## src/rtl/paddle_sm.sv

```systemverilog
// Two-player paddle controller: synchronised, debounced buttons (or ball tracking for
// paddle 2) drive per-paddle FSMs that step the paddle centre once per movement tick.
module paddle_sm #(
  parameter int DEB_CYCLES = 4,
  parameter int MOVE_DIV   = 8,
  parameter int STEP       = 4,
  parameter int POS_MIN    = 50,
  parameter int POS_MAX    = 430,
  parameter int POS_RESET  = 245,
  parameter int CPU_DEAD   = 8
) (
  input  logic       sys_clk,
  input  logic       reset,
  input  logic       p1_up,
  input  logic       p1_down,
  input  logic       p2_up,
  input  logic       p2_down,
  input  logic       cpu_mode,
  input  logic [9:0] ball_y,
  input  logic       game_over,
  output logic [9:0] p1_position,
  output logic [9:0] p2_position,
  output logic       p1_moving,
  output logic       p2_moving
);

  localparam int CW = $clog2(DEB_CYCLES + 1);
  localparam int TW = (MOVE_DIV > 1) ? $clog2(MOVE_DIV) : 1;

  localparam logic [10:0] MIN_W  = 11'(POS_MIN);
  localparam logic [10:0] MAX_W  = 11'(POS_MAX);
  localparam logic [10:0] STEP_W = 11'(STEP);
  localparam logic [10:0] DEAD_W = 11'(CPU_DEAD);

  typedef enum logic [1:0] {IDLE, UP, DOWN, HOLD} state_e;

  // Button order: {p2_down, p2_up, p1_down, p1_up}
  logic [3:0]    raw;
  logic [3:0]    sync1_q, sync2_q, deb_q;
  logic [CW-1:0] cnt_q [4];
  logic [TW-1:0] tick_cnt_q;
  logic          tick;
  logic [1:0]    up_cmd, dn_cmd, mov_q;
  state_e        st_q [2];
  state_e        st_d [2];
  logic [9:0]    pos_q [2];
  logic [9:0]    pos_d [2];

  assign raw  = {p2_down, p2_up, p1_down, p1_up};
  assign tick = (tick_cnt_q == TW'(MOVE_DIV - 1));

  always_ff @(posedge sys_clk) begin
    if (reset) begin
      sync1_q <= '0;
      sync2_q <= '0;
      deb_q   <= '0;
      for (int i = 0; i < 4; i++) cnt_q[i] <= '0;
    end else begin
      sync1_q <= raw;
      sync2_q <= sync1_q;
      for (int i = 0; i < 4; i++) begin
        if (sync2_q[i] != deb_q[i]) begin
          if (cnt_q[i] == CW'(DEB_CYCLES - 1)) begin
            deb_q[i] <= sync2_q[i];
            cnt_q[i] <= '0;
          end else begin
            cnt_q[i] <= cnt_q[i] + 1'b1;
          end
        end else begin
          cnt_q[i] <= '0;
        end
      end
    end
  end

  always_ff @(posedge sys_clk) begin
    if (reset) tick_cnt_q <= '0;
    else if (tick) tick_cnt_q <= '0;
    else tick_cnt_q <= tick_cnt_q + 1'b1;
  end

  // Paddle 2 in CPU mode chases the ball with a dead-band; widened to avoid wrap.
  always_comb begin
    up_cmd    = '0;
    dn_cmd    = '0;
    up_cmd[0] = deb_q[0] & ~deb_q[1];
    dn_cmd[0] = deb_q[1] & ~deb_q[0];
    if (cpu_mode) begin
      up_cmd[1] = ({1'b0, ball_y} + DEAD_W) < {1'b0, pos_q[1]};
      dn_cmd[1] = {1'b0, ball_y} > ({1'b0, pos_q[1]} + DEAD_W);
    end else begin
      up_cmd[1] = deb_q[2] & ~deb_q[3];
      dn_cmd[1] = deb_q[3] & ~deb_q[2];
    end
  end

  always_comb begin
    for (int i = 0; i < 2; i++) begin
      st_d[i]  = IDLE;
      pos_d[i] = pos_q[i];
      if (game_over)            st_d[i] = HOLD;
      else if (st_q[i] == HOLD) st_d[i] = IDLE;
      else if (up_cmd[i])       st_d[i] = UP;
      else if (dn_cmd[i])       st_d[i] = DOWN;
      if (tick && st_q[i] == UP) begin
        if ({1'b0, pos_q[i]} < MIN_W + STEP_W) pos_d[i] = MIN_W[9:0];
        else                                   pos_d[i] = pos_q[i] - STEP_W[9:0];
      end else if (tick && st_q[i] == DOWN) begin
        if ({1'b0, pos_q[i]} > MAX_W - STEP_W) pos_d[i] = MAX_W[9:0];
        else                                   pos_d[i] = pos_q[i] + STEP_W[9:0];
      end
    end
  end

  always_ff @(posedge sys_clk) begin
    for (int i = 0; i < 2; i++) begin
      if (reset) begin
        st_q[i]  <= IDLE;
        pos_q[i] <= 10'(POS_RESET);
        mov_q[i] <= 1'b0;
      end else begin
        st_q[i]  <= st_d[i];
        pos_q[i] <= pos_d[i];
        mov_q[i] <= (st_d[i] == UP) || (st_d[i] == DOWN);
      end
    end
  end

  assign p1_position = pos_q[0];
  assign p2_position = pos_q[1];
  assign p1_moving   = mov_q[0];
  assign p2_moving   = mov_q[1];

endmodule
```

## config.mk

```make
export PLATFORM = sky130hd
export DESIGN_NAME = paddle_sm
export DESIGN_NICKNAME = d
export VERILOG_FILES = /design/src/rtl/paddle_sm.sv
export SDC_FILE = /design/constraint.sdc
export NUM_CORES = 1
export LEC_CHECK = 0
export CORE_UTILIZATION = 51
export DETAILED_ROUTE_END_ITERATION = 10
export PLACE_DENSITY_LB_ADDON = 0.2
export REMOVE_ABC_BUFFERS = 1
export SLEW_MARGIN = 0
export SYNTH_ARGS = -nofsm -noshare
export SYNTH_HDL_FRONTEND = slang
export SYNTH_SLANG_ARGS = --single-unit
export TNS_END_PERCENT = 100
```

## constraint.sdc

```tcl
create_clock -name sys_clk -period 2.15 [get_ports sys_clk]
set_input_delay 0.43 -clock sys_clk [delete_from_list [all_inputs] [get_ports sys_clk]]
set_output_delay 0.43 -clock sys_clk [all_outputs]
set_load 0.03 [all_outputs]
```

; After elaboration in Yosys (flattened, before gate mapping)
; Memory sizes are Yosys's and may differ from the RTL's.
; Index checks and enable logic that the tools add are counted.
[op_classes]
muxes = 81
mul = 0
addsub = 11
order_cmp = 6
n_div = 0
n_shift = 0
bitwise_logic = 24
n_eq_ne = 19
n_reduce_logical = 11
[op_table]
columns = cell, count
row1 = 10-bit 2-to-1 mux, 10
row2 = 1-bit 2-to-1 mux, 49
row3 = 3-bit 2-to-1 mux, 12
row4 = 10-bit by 4-bit adder with 11-bit output (second input constant), 2
row5 = 10-bit by 3-bit adder with 10-bit output (second input constant), 2
row6 = 10-bit by 9-bit greater-than comparator with 1-bit output (second input constant), 2
row7 = 10-bit by 6-bit < comparator with 1-bit output (second input constant), 2
row8 = 2-bit 2-to-1 mux, 10
row9 = 10-bit by 3-bit subtractor with 10-bit output (second input constant), 2
row10 = 1-bit bitwise OR, 16
row11 = 3-bit by 1-bit adder with 3-bit output (second input constant), 5
row12 = 2-bit equality test (second input constant), 6
row13 = 3-bit by 2-bit equality test with 1-bit output (second input constant), 4
row14 = 10-bit by 11-bit greater-than comparator with 1-bit output, 1
row15 = 11-bit by 10-bit < comparator with 1-bit output, 1
row16 = 2-bit by 1-bit equality test with 1-bit output (second input constant), 4
row17 = 2-bit AND reduction, 4
row18 = 1-bit bitwise AND, 4
row19 = 1-bit logical AND, 4
row20 = 1-bit != test, 4
row21 = 1-bit NOT, 4
row22 = 3-bit equality test (second input constant), 1
row23 = 1-bit logical OR, 2
row24 = 2-bit OR reduction, 1
[word_totals]
rom_bits = 0
out_inout_bits = 22
latch_bits = 0
mem_bits_rw = 36
ff_bits = 17
memories = 3
inputBits = 18
word_cells = 163
[memory_table]
columns = memory, words, word_bits, read_ports, rd_clocked_by_memory_dff, wr, line
row1 = pos_q, 2, 10, 2, 0, 2, 46  ; logic [9:0] pos_q [2];
row2 = cnt_q, 4, 3, 4, 0, 4, 40  ; logic [CW-1:0] cnt_q [4];
row3 = st_q, 2, 2, 2, 0, 2, 44  ; state_e st_q [2];

; Logic depth before layout (Yosys ltp)
[depth]
depth_word = 9
ltp_mapped = 11

; Worst setup path before layout
; Ideal clock, no wire load.
[synth_timing]
kind = reg-to-reg
from = memory pos_q[1][3]
to = memory st_q[1][1] in the netlist's numbering
required_ns = 2.022
synth_period_minus_slack_ns = 2.491
path_buffers = 0
slack_ns = -0.341
arrival_ns = 2.364
path_stages_with_launch = 12
setup_ns = 0.128
cell_sequence = dfxtp_1 > ha_1 > nand3_1 > nor2_1 > xnor2_1 > ha_1 > nand3_1 > a21oi_1 > a2111oi_0 > a222oi_1 > a21oi_1 > nor2_1
[synth_lines]
columns = element, line
row1 = "start, declared", 46
row2 = "end, declared", 44

==> results.sh <==
export IMPL_ys_top_cells_by_count="nor2_1 (46), dfxtp_1 (41), ha_1 (40), a21oi_1 (26), inv_1 (26)"
export IMPL_synth_edff_count=12
export IMPL_holdCritStartpoint="sync1_q[3]"
export IMPL_status="finished, violations left"
export IMPL_placed_cells=551
export IMPL_crit_path_max_fanout=6
export IMPL_num_rows=29
export IMPL_drv_cap=0
export IMPL_seqPwrFrac_pct=56.7
export IMPL_combPwrFrac_pct=11.6
export IMPL_dieArea_um2=7090
export IMPL_synth_distinct_cells=58
export IMPL_htree_levels=2
export IMPL_synth_compound_area_share_pct=18.6
export IMPL_synth_top_area_share_pct=23.8
export IMPL_antenna_found_initial=0
export IMPL_antenna_cells=0
export IMPL_core_um2=6420
export IMPL_cts_buffer_depth=2
export IMPL_post_drt_wl_per_cell_um=14.7
export IMPL_holdPathStages=1
export IMPL_vias=3165
export IMPL_syn_to_final_growth_pct=33.7
export IMPL_die_y_um=84.2
export IMPL_cts_root_buffer_cell="clkbuf_8"
export IMPL_synth_largest_area_cell="dfxtp_1"
export IMPL_track_usage_pct=22.6
export IMPL_rrSetupSlack_ns=-0.13
export IMPL_dp_hpwl_um=5860
export IMPL_grt_pass1_vias=2887
export IMPL_grt_pass1_wl_um=13100
export IMPL_synth_seq_cells=53
export IMPL_ant_nets=0
export IMPL_clock_latency_ns=0.31
export IMPL_synth_xor_area_share_pct=4.32
export IMPL_cts_buffers=5
export IMPL_reg2reg_depth=11
export IMPL_powerDensity_nw_per_um2=406
export IMPL_clock_power_share_pct=31.7
export IMPL_synth_area_um2=3440
export IMPL_synth_simple_area_share_pct=20.4
export IMPL_regArea_um2=1190
export IMPL_arrival_ns=2.49
export IMPL_viasPerCell=5.60
export IMPL_grt_ovfl_total=0
export IMPL_rsz0062_at_grt="true"
export IMPL_clock_sinks=53
export IMPL_drive_gt1_share_pct=21.3
export IMPL_multi_input_area_um2=2310
export IMPL_required_ns=2.36
export IMPL_ys_warn_count=0
export IMPL_violations="design-rule violations, negative setup slack"
export IMPL_fin_skew_ns=0.00493
export IMPL_n_fill_cell=510
export IMPL_slew_headroom_pct=47.3
export IMPL_grt_max_degree=41
export IMPL_cp_startpoint="pos_q[1][4]"
export IMPL_io_pins=40
export IMPL_fp_dieW_um=84.2
export IMPL_swShare_pct=25.5
export IMPL_gp_congestion=0.882
export IMPL_worst_ir_drop_vdd_mv=0.222
export IMPL_yosysMostFrequentCell="nor2_1"
export IMPL_synthesis_instances=396
export IMPL_whs_endpoint="sync2_q[3]"
export IMPL_nets=545
export IMPL_start_kind="flip-flop"
export IMPL_firstDrtPassIters=8
export IMPL_clk_pin_slew_ns=0.10
export IMPL_dpl_worst_slack_ns=-0.693
export IMPL_synth_mux_area_share_pct=1.45
export IMPL_drt_iter0_drc=121
export IMPL_synth_yosys_seq_area_share_pct=34.3
export IMPL_finalWorstSetupSlack_ns=-0.133
export IMPL_reg2reg_from="pos_q[1][4]"
export IMPL_synth_main_ff_cell="dfxtp_1"
export IMPL_timing_rr_end="st_q[1][1]"
export IMPL_finalCritPeriodShare_pct=106
export IMPL_hold_viol_final=0
export IMPL_initial_core_util_pct=53.6
export IMPL_layout_cells_non_filler=565
export IMPL_path_class="reg2reg"
export IMPL_synth_top_family_by_area="simple AND/OR/NAND/NOR gates"
export IMPL_synthAdderAreaFrac_pct=14.5
export IMPL_period_minus_slack_ns=2.28
export IMPL_p_switching_uw=476
export IMPL_leakagePower_uw=0.00193
export IMPL_synthArstFlopShare_pct=0
export IMPL_tightest_slew_ns=0.785
export IMPL_drc=6
export IMPL_slew_violations=0
export IMPL_cts_tree="built"
export IMPL_drt_wl_total_um=8310
export IMPL_hold_class="reg2reg"
export IMPL_post_synth_cell_area_avg_um2=8.70
export IMPL_setup_violations=4
export IMPL_port_buffers=39
export IMPL_fmax_mhz=438
export IMPL_postCtsHoldBufs=0
export IMPL_finalSetupTns_ns=-0.340
export IMPL_synthTopCellsByArea="dfxtp_1 (24%), ha_1 (15%), edfxtp_1 (10%)"
export IMPL_worstSetupEndpointType="flip-flop"
export IMPL_power_internal_uw=1390
-- flip-flops by register name (all words and copies together), names as in the netlist --
name        count
cnt_q          12
deb_q           4
mov_q           2
pos_q          20
st_q            4
sync1_q         4
sync2_q         4
tick_cnt_q      3
-- how the worst max path moves through the flow --
stage,end,slack (ns),cells after the start
global route,st_q[1][1],-0.22,11
CTS,pos_q[1][7],-0.06,9
finish,st_q[1][1],-0.13,11
floorplan,st_q[1][1],-0.38,11
global placement,mov_q[1],-0.61,10
detailed placement,mov_q[1],-0.69,10
-- what timing repair did --
action,4_1_cts,5_1_grt
endpoints found under the setup margin,6,15
hold endpoints to repair,0,0
buffers inserted,2,4
pin swaps,17,22
gates resized for setup,34,36
-- per-layer routing --
layer	GRT usage [%]	share of wire, %
met5	0	0
met4	7.21	1.7
met3	4.13	5.2
met2	37.0	48
met1	30.4	45
-- cell type report --
cell class              instances  share of cell area, %
well taps                      77                   2.09
inverters                      28                   2.39
clock inverters                 3                  0.570
repair buffers                 90                   17.4
multi-input cells             309                   50.1
flip-flops and latches         53                   25.9
clock buffers                   5                   1.49
-- critical path: stages (launching register included) --
cell	delay (ns)
dfxtp_4	0.38
buf_4	0.16
inv_2	0.07
ha_1	0.27
inv_1	0.04
ha_1	0.27
nand3_2	0.07
or3_1	0.42
o211ai_1	0.13
a222oi_1	0.13
a21oi_1	0.19
nor2_1	0.05
-- kinds of logic after synthesis --
group           after synthesis
simple gates                139
compound gates               96
flops                        53
buf+inv                      45
fa+ha+maj                    40
xor+xnor                     17
mux                           5
other cells                   1
-- stage by stage --
step / power, uW / util, % / cell area, um2 / hold slack [ns]
3_3_place_gp: 1270 / 65.7 / 4220 / 0.415
4_1_cts: 1880 / 69.0 / 4430 / 0.444
5_1_grt: 1960 / 71.7 / 4610 / 0.473
2_1_floorplan: 1180 / - / 3380 / 0.400
3_5_place_dp: 1280 / 65.7 / 4220 / 0.420
6_report: 1870 / 71.7 / 4610 / 0.446
-- cell usage in the layout, fill, tap and decap left out, types with 7 or more instances in the layout --
cell,count
ha_1,36
o21ai_0,14
clkdlybuf4s50_1,33
xnor2_1,16
edfxtp_1,12
nor2_1,44
or3_1,8
buf_4,45
a21oi_1,23
conb_1,12
inv_1,25
dfxtp_1,35
nand3_1,8
nand2_1,19
o21ai_1,7
nor3_1,9
nor2b_1,12
-- power groups by stage --
stage / sequential (uW) / combinational [uW] / clock [uW]
2_1_floorplan: 1080 / 93.2 / 0
3_3_place_gp: 1080 / 188 / 0
3_5_place_dp: 1090 / 194 / 0
4_1_cts: 1060 / 204 / 617
5_1_grt: 1060 / 241 / 655
6_report: 1060 / 217 / 592
No activity file was read; power rests on OpenSTA's default activity.
